==> src/rtl/systolic_feeder.sv <==
// -----------------------------------------------------------------------------
// systolic_feeder
//
// Purpose:
//   Buffers one tile of operand columns (up to DEPTH columns, LANES elements
//   each) and streams them into the rows of a systolic array with the classic
//   diagonal skew: lane i presents column (t - i) at step t, so row i of the
//   array sees its operands exactly i steps after row 0. Operands are FP32 bit
//   patterns and pass through untouched.
//
//   Flow: IDLE/LOAD accept columns -> STREAM issues count+LANES-1 steps gated
//   by feed_en -> FLUSH clears the valids and pulses done -> IDLE.
//
// Ports:
//   clk       : clock, all state updates on the rising edge
//   rst       : asynchronous active-low reset
//   in_valid  : in_data / in_last valid this cycle
//   in_ready  : feeder accepts a column this cycle
//   in_data   : one tile column, slice i is the element for lane i
//   in_last   : the accompanying column closes the tile
//   feed_en   : array advance enable; low stalls streaming with outputs held
//   out_data  : registered skewed operands, slice i drives PE row i
//   out_valid : per-lane operand valid
//   busy      : high whenever the feeder is not IDLE
//   done      : one-cycle pulse at tile completion
//
// Configuration macro:
//   SYSTOLIC_FEEDER_ZERO_PAD_EN : when defined, every lane that is not valid
//   after an update drives 0 (FP32 +0.0). When undefined, invalid lanes keep
//   their last driven value and only out_valid marks validity.
// -----------------------------------------------------------------------------
module systolic_feeder #(
  parameter int LANES  = 4,
  parameter int DEPTH  = 8,
  parameter int DATA_W = 32
) (
  input  logic                      clk,
  input  logic                      rst,
  input  logic                      in_valid,
  output logic                      in_ready,
  input  logic [LANES*DATA_W-1:0]   in_data,
  input  logic                      in_last,
  input  logic                      feed_en,
  output logic [LANES*DATA_W-1:0]   out_data,
  output logic [LANES-1:0]          out_valid,
  output logic                      busy,
  output logic                      done
);

  // Column counter must reach DEPTH; step counter must reach count+LANES
  // (the comparison below adds 2 on the step side to avoid a negative term).
  localparam int CW = $clog2(DEPTH + 1);
  localparam int TW = $clog2(DEPTH + LANES + 1);
  localparam int AW = (DEPTH > 1) ? $clog2(DEPTH) : 1;

  typedef enum logic [1:0] {
    S_IDLE   = 2'd0,
    S_LOAD   = 2'd1,
    S_STREAM = 2'd2,
    S_FLUSH  = 2'd3
  } state_t;

  state_t                    r_state;
  logic [CW-1:0]             r_count;
  logic [TW-1:0]             r_t;
  logic [LANES*DATA_W-1:0]   r_out_data;
  logic [LANES-1:0]          r_out_valid;
  logic                      r_done;

  // Tile buffer: one full column per entry, no reset needed since only
  // entries below r_count are ever read.
  logic [LANES*DATA_W-1:0]   r_buf [DEPTH];

  logic                      w_accept;
  logic                      w_last_step;
  logic [LANES-1:0]          w_lane_valid;
  logic [LANES*DATA_W-1:0]   w_next_data;

  assign in_ready = ((r_state == S_IDLE) || (r_state == S_LOAD)) &&
                    (r_count < CW'(DEPTH));
  assign w_accept = in_valid && in_ready;

  // The step issuing t = count+LANES-2 is the final STREAM step.
  assign w_last_step = ((r_t + TW'(2)) == (TW'(r_count) + TW'(LANES)));

  // Per-lane skew: lane gi reads column (t - gi) while that index lies inside
  // the loaded tile.
  genvar gi;
  generate
    for (gi = 0; gi < LANES; gi++) begin : g_lane
      logic [TW-1:0]     w_idx;
      logic              w_hit;
      logic [DATA_W-1:0] w_rd;

      assign w_idx = r_t - TW'(gi);
      assign w_hit = (r_t >= TW'(gi)) && (w_idx < TW'(r_count));
      assign w_rd  = r_buf[w_idx[AW-1:0]][gi*DATA_W +: DATA_W];
      assign w_lane_valid[gi] = w_hit;
`ifdef SYSTOLIC_FEEDER_ZERO_PAD_EN
      assign w_next_data[gi*DATA_W +: DATA_W] = w_hit ? w_rd : '0;
`else
      assign w_next_data[gi*DATA_W +: DATA_W] =
        w_hit ? w_rd : r_out_data[gi*DATA_W +: DATA_W];
`endif
    end
  endgenerate

  always_ff @(posedge clk) begin
    if (w_accept) begin
      r_buf[r_count[AW-1:0]] <= in_data;
    end
  end

  always_ff @(posedge clk or negedge rst) begin
    if (!rst) begin
      r_state     <= S_IDLE;
      r_count     <= '0;
      r_t         <= '0;
      r_out_data  <= '0;
      r_out_valid <= '0;
      r_done      <= 1'b0;
    end else begin
      r_done <= 1'b0;
      unique case (r_state)
        S_IDLE, S_LOAD: begin
          if (w_accept) begin
            r_count <= r_count + CW'(1);
            // Close the tile on in_last or when the buffer just filled.
            if (in_last || (r_count == CW'(DEPTH - 1))) begin
              r_state <= S_STREAM;
              r_t     <= '0;
            end else begin
              r_state <= S_LOAD;
            end
          end
        end
        S_STREAM: begin
          if (feed_en) begin
            r_out_valid <= w_lane_valid;
            r_out_data  <= w_next_data;
            r_t         <= r_t + TW'(1);
            if (w_last_step) begin
              r_state <= S_FLUSH;
            end
          end
        end
        S_FLUSH: begin
          if (feed_en) begin
            r_out_valid <= '0;
`ifdef SYSTOLIC_FEEDER_ZERO_PAD_EN
            r_out_data  <= '0;
`endif
            r_done      <= 1'b1;
            r_count     <= '0;
            r_state     <= S_IDLE;
          end
        end
        default: r_state <= S_IDLE;
      endcase
    end
  end

  assign out_data  = r_out_data;
  assign out_valid = r_out_valid;
  assign done      = r_done;
  assign busy      = (r_state != S_IDLE);

endmodule

==> config.mk <==
export PLATFORM = sky130hd
export DESIGN_NAME = systolic_feeder
export DESIGN_NICKNAME = d
export VERILOG_FILES = /design/src/rtl/systolic_feeder.sv
export SDC_FILE = /design/constraint.sdc
export NUM_CORES = 1
export LEC_CHECK = 0
export BUFFER_PORTS_ARGS = -buffer_cell sky130_fd_sc_hd__buf_2
export CELL_PAD_IN_SITES_DETAIL_PLACEMENT = 2
export CELL_PAD_IN_SITES_GLOBAL_PLACEMENT = 2
export CORE_ASPECT_RATIO = 0.6
export CORE_MARGIN = 1
export CORE_UTILIZATION = 30
export CTS_CLUSTER_SIZE = 30
export DETAILED_ROUTE_END_ITERATION = 10
export PLACE_DENSITY_LB_ADDON = 0.25
export REMOVE_ABC_BUFFERS = 1
export SLEW_MARGIN = 40
export SYNTH_ARGS = -nofsm -noshare
export SYNTH_HDL_FRONTEND = slang
export SYNTH_SLANG_ARGS = --single-unit
==> constraint.sdc <==
create_clock -name clk -period 14.25 [get_ports clk]
set_clock_uncertainty 0.05 [all_clocks]
set_input_delay 2.85 -clock clk [delete_from_list [all_inputs] [get_ports clk]]
set_output_delay 2.85 -clock clk [all_outputs]
set_load 0.005 [all_outputs]
[Yosys cells after proc, flatten, opt, wreduce, memory -nomap -nowiden]
Memory sizes are Yosys's and may differ from the RTL's. A register that Yosys moved wholly into a read port is not among the register bits.
Index checks and enable logic that the tools add are counted.
Storage, ports and cells
  bits in registers: 15
  word-level logic and storage cells: 77
  memory bits (writable): 1024
  output and inout bits: 135
  input port bits: 133
  memories kept: 1
Operators by class
  equality and inequality tests: 10
  muxes and demuxes: 19
  reduce and logical (&&, ||, !) cells: 26
  order comparisons: 9
  add/subtract/negate cells: 7
Memories
  r_buf: depth 8, bits a word 128, read ports 4, clocked after memory_dff 4, wr ports 1, RTL line 72  | logic [LANES*DATA_W-1:0] r_buf [DEPTH];
Operator list (count)
  $mux W4: 6
  $pmux W4 S2: 3
  $reduce_and A3 Y1: 6
  $lt A4 B4 Y1: 4
  $mux W2: 5
  $ne A2 B2 Y1 const B: 5
  $add A4 B1 Y4 const B: 2
  $ge A4 B1 Y1 const B: 2
  $ge A4 B2 Y1 const B: 2
  $reduce_and A4 Y1: 2
  $reduce_bool A2 Y1: 4
  $sub A4 B2 Y4 const B: 2
  $logic_and A1 B1 Y1: 6
  $pmux W2 S3: 1
  $add A4 B2 Y4 const B: 1
  $add A4 B3 Y4 const B: 1
  $eq A2 B2 Y1 const B: 2
  $eq A4 B3 Y1 const B: 1
  $eq A4 B4 Y1: 1
  $logic_not A1 Y1: 4
  $lt A4 B4 Y1 const B: 1
  $mux W1: 4
  $sub A4 B1 Y4 const B: 1
  $eq A2 B1 Y1 const B: 1
  other kinds (3): 4

[Longest topological paths before layout]
  word-level depth: 6
  depth in mapped cells: 16
  mapped depth without buffers: 9

[Least setup slack after synthesis]
Ideal clock, no wire load.
  path kind: input to register
  from: input port in_valid
  to: memory r_buf[0][0] (netlist bit), enable pin
  data required time: 13429 ps
  slack: 1254 ps
  buffers on the path: 0
  setup time: 771 ps
  stages on the path: 3
  data arrival time: 12175 ps
  path through: nor3b_1 -> nand2b_1 -> nor3_1
Between the ends
  word-level cells in the longest chain between the ends: 3
Ends and longest elaborated chain
  start, declared: RTL line 39  | input logic in_valid,
  $logic_and A1 B1 Y1: RTL line 81  | assign w_accept = in_valid && in_ready;
  $mux W1: RTL line 109  | if (w_accept) begin
  $mux W1 (not written as such): RTL line 110  | r_buf[r_count[AW-1:0]] <= in_data;
  end, declared: RTL line 72
No other way between the ends.

[Final worst setup path]
  from: input port in_valid
  to: memory r_buf[0][2] (netlist bit), enable pin
Same word-level chain as after synthesis.

==> flow_summary.yaml <==
pwr:
  seq_power_share_pct: 40.6
  p_leak_uw: 0.01754
  power_density_nw_per_um2: 205.2
  power_switching_uw: 3454
  netSwitchingFraction_pct: 32.23
  intPower_uw: 7263
  clkPwrFrac_pct: 28.9
  ir_worst_vdd_mv: 0.2470
  p_comb_share_pct: 30.5
sta:
  timing_hold_violations_final: 0
  period_needed_ps: 4969
  fmax_mhz: 201.3
  timing.hold.ws_ps: 431.3
  setup_viol: 0
  rsz0062_at_grt: "no"
  max-slew-margin-rel_pct: 45.50
  finalSetupTns_ps: 0
  slew_violations: 0
  worst_pin_slew_ps: 817.6
  fin_crit_sh_pct: 34.87
die:
  die_h_um: 300.5
  start_util_pct: 30.24
  die_x_um: 499.4
  die-area_um2: 150100
  core_area_um2: 147300
  rows: 109
  num_io_pins: 268
global_route:
  grt_overflow: 0
  grt_pass1_vias: 24120
  grt_start_max_net_pins: 66
  antenna_found_initial: 27
  grt_pass1_wl_um: 172800
  track_usage_pct: 15.80
clocking:
  post-cts-setup-buffers: 0
  clkTransAtPathRegs_ps: 60
  postCtsHoldBufs: 0
  cts-root-buf: "clkbuf_16"
  cts_resized: 0
  cts-buffers-inserted: 116
  clock-sinks: 1167
  cts_buffer_depth: 3
  cts_max_level: 3
  clkLatencyLatePin_ps: 740
  cts_tree: "built"
route:
  via_per_inst: 4.879
  routedWlPerCell_um: 26.43
  num_vias: 21660
  drt-pass1-iter-count: 5
  drtIter0Drc: 1651
  routed_wl_um: 117300
  drtAntennaViolNets: 0
  drc: 0
hold_path:
  hold_path_class: "flop to flop"
  whs_path_depth: 2
worst_setup_path:
  path_cells: "buf_2, nor3b_1, buf_4, nand2b_1, nor3_2, buf_6, buf_6"
  path_class: "primary input to flop"
  max_stage_delay_ps: 580
  r2r_cells: 12
  critPathBufInv: 4
  cp-start-kind: "primary input"
  critical_path_depth: 7
  cp_top_family: "buffers and inverters"
  crit_path_max_fanout: 48
  crit_slowest_cell: "buf_6"
  cp_data_required_time_ps: 14560
  end_kind: "flop"
  worst_ep_arrival_time_ps: 5270
  path_common_cell: "buf_6"
yosys:
  synth_edf_count: 1024
  syn_area_per_cell_um2: 21.41
  async_reset_ff_share_pct: 12.25
  synth-seq-cells: 1167
  synthCells: 2080
  synthesis.area_um2: 44540
  yosysTopAreaCell: "edfxtp_1"
  ys_types: 48
  synth_top_flop_cell: "edfxtp_1"
  yosysTopAreaCellShare_pct: 69.04
  synth_seq_area_share_pct: 77.08
  ys.warnings.count: 0
  synthTopCellsByArea: "edfxtp_1 (69%), mux4_2 (13%), dfrtp_1 (8.0%), mux2i_1 (2.2%), a21oi_1 (1.0%)"
layout:
  finalNetCount: 2548
  nFillCells: 14260
  syn_to_final_growth_pct: 17.29
  drive_gt1_share_pct: 32.33
  multiInputGateArea_um2: 9518
  regArea_um2: 34340
flow_run:
  drv_cap: 0
run_status:
  outcome: "complete, no violations"
placed_design:
  portBuffers: 267
  place_congestion: 0.7045
  dp_hpwl_um: 66330
-- power by group through the flow --
stage / Clock, uW / Combinational (uW) / Sequential (uW)
after detailed placement: 0 / 3340 / 4450
after global placement: 0 / 3240 / 4420
final: 3100 / 3260 / 4350
after floorplan: 0 / 2320 / 4600
after CTS: 3200 / 3350 / 4380
after global routing: 3320 / 3570 / 4400
-- state kept, by name, indices dropped and copies added (netlist names) --
register,flops
r_state,2
r_count,4
out_data,128
r_t,4
out_valid,4
r_buf,1024
done,1
-- kinds of logic after synthesis --
group | Yosys count | synth area share (%)
AO/OA/AOI/OAI | 248 | 3.618
XOR/XNOR | 9 | 0.2613
adder cells (fa/ha/maj) | 24 | 0.6743
buffers and inverters | 134 | 1.851
flip-flops | 1167 | 77.08
multiplexers | 353 | 15.13
AND/OR/NAND/NOR | 145 | 1.391
-- worst paths after layout --
| check | startpoint | end | slack, ps |
|---|---|---|---|
| hold reg to reg | out_data[18] | out_data[18] | 430 |
| min in group asynchronous | rst | out_data[57] | 2000 |
| setup reg to reg | r_t[1] | out_data[36] | 9760 |
| hold / removal | out_data[18] | out_data[18] | 430 |
| setup / recovery | in_valid | r_buf[0][2] | 9280 |
| max in group asynchronous | rst | out_data[94] | 11100 |
-- Yosys cell counts, types with 4 or more instances --
| library cell | number |
|---|---|
| edfxtp_1 | 1024 |
| mux4_2 | 256 |
| dfrtp_1 | 143 |
| nand2_1 | 111 |
| mux2i_1 | 97 |
| a21oi_1 | 93 |
| a31oi_1 | 64 |
| buf_2 | 41 |
| clkbuf_1 | 36 |
| o21ai_1 | 35 |
| buf_6 | 28 |
| ha_1 | 24 |
| a41oi_1 | 19 |
| buf_4 | 16 |
| a41oi_2 | 13 |
| nor2_1 | 12 |
| inv_1 | 8 |
| a21oi_2 | 7 |
| a22o_1 | 4 |
| xnor2_1 | 4 |
-- final cells by class --
cell class / count / area share, %
Tap cell: 1942 / 4.652
Timing Repair Buffer: 317 / 3.991
Sequential cell: 1167 / 65.73
Antenna cell: 5 / 0.02395
Inverter: 10 / 0.07186
Multi-Input combinational cell: 779 / 18.22
Clock buffer: 143 / 5.988
Clock inverter: 77 / 1.322
-- routing by layer --
layer  GRT usage [%]  vias up  part of all wire, %
li1                -     9249                    -
met1           22.86    11800                   47
met2           24.44      427                   46
met3           3.114      175                  4.6
met4           3.877       18                  2.0
met5               0        -                0.083
-- through the flow --
step	util (%)	std cells	area [um^2]	power, uW	setup slack (ps)
2_1_floorplan	-	1956	43750	6919	-2641
3_5_place_dp	32.79	4211	48300	7789	8489
3_3_place_gp	32.58	4202	47990	7658	8073
5_1_grt	35.46	4438	52230	11290	9202
6_report	35.46	4440	52240	10720	9281
4_1_cts	35.39	4431	52120	10930	9302
-- tightest hold or removal path: stages (launching register included) --
cell,delay [ps]
dfrtp_1,340
nand2_1,50
o21ai_1,60
-- cells in the final DEF (no fill, tap or decap), types with 3 or more instances in the layout --
cell type | netlist | routed
clkinv_1 | 1 | 17
buf_16 | 0 | 10
nor2b_1 | 3 | 3
a41oi_1 | 19 | 19
a21oi_1 | 93 | 93
clkinvlp_4 | 0 | 10
ha_1 | 24 | 22
buf_2 | 41 | 266
nand2_1 | 111 | 111
clkbuf_8 | 0 | 8
a31oi_1 | 64 | 64
edfxtp_1 | 1024 | 1024
diode_2 | 0 | 5
clkbuf_1 | 36 | 18
buf_4 | 16 | 13
nor2_1 | 12 | 6
bufinv_16 | 0 | 10
o21ai_4 | 0 | 3
dfrtp_1 | 143 | 141
a21oi_2 | 7 | 7
clkinv_2 | 0 | 34
a22o_1 | 4 | 4
mux2i_1 | 97 | 97
o21a_1 | 3 | 3
nor3_4 | 0 | 3
mux4_2 | 256 | 256
buf_6 | 28 | 18
xor2_1 | 3 | 3
a41oi_2 | 13 | 13
clkbuf_16 | 0 | 119
buf_12 | 0 | 6
nor2_4 | 0 | 6
inv_1 | 8 | 8
o21ai_0 | 3 | 3
o21ai_1 | 35 | 32
xnor2_1 | 4 | 4
No activity file was read; power rests on OpenSTA's default activity.
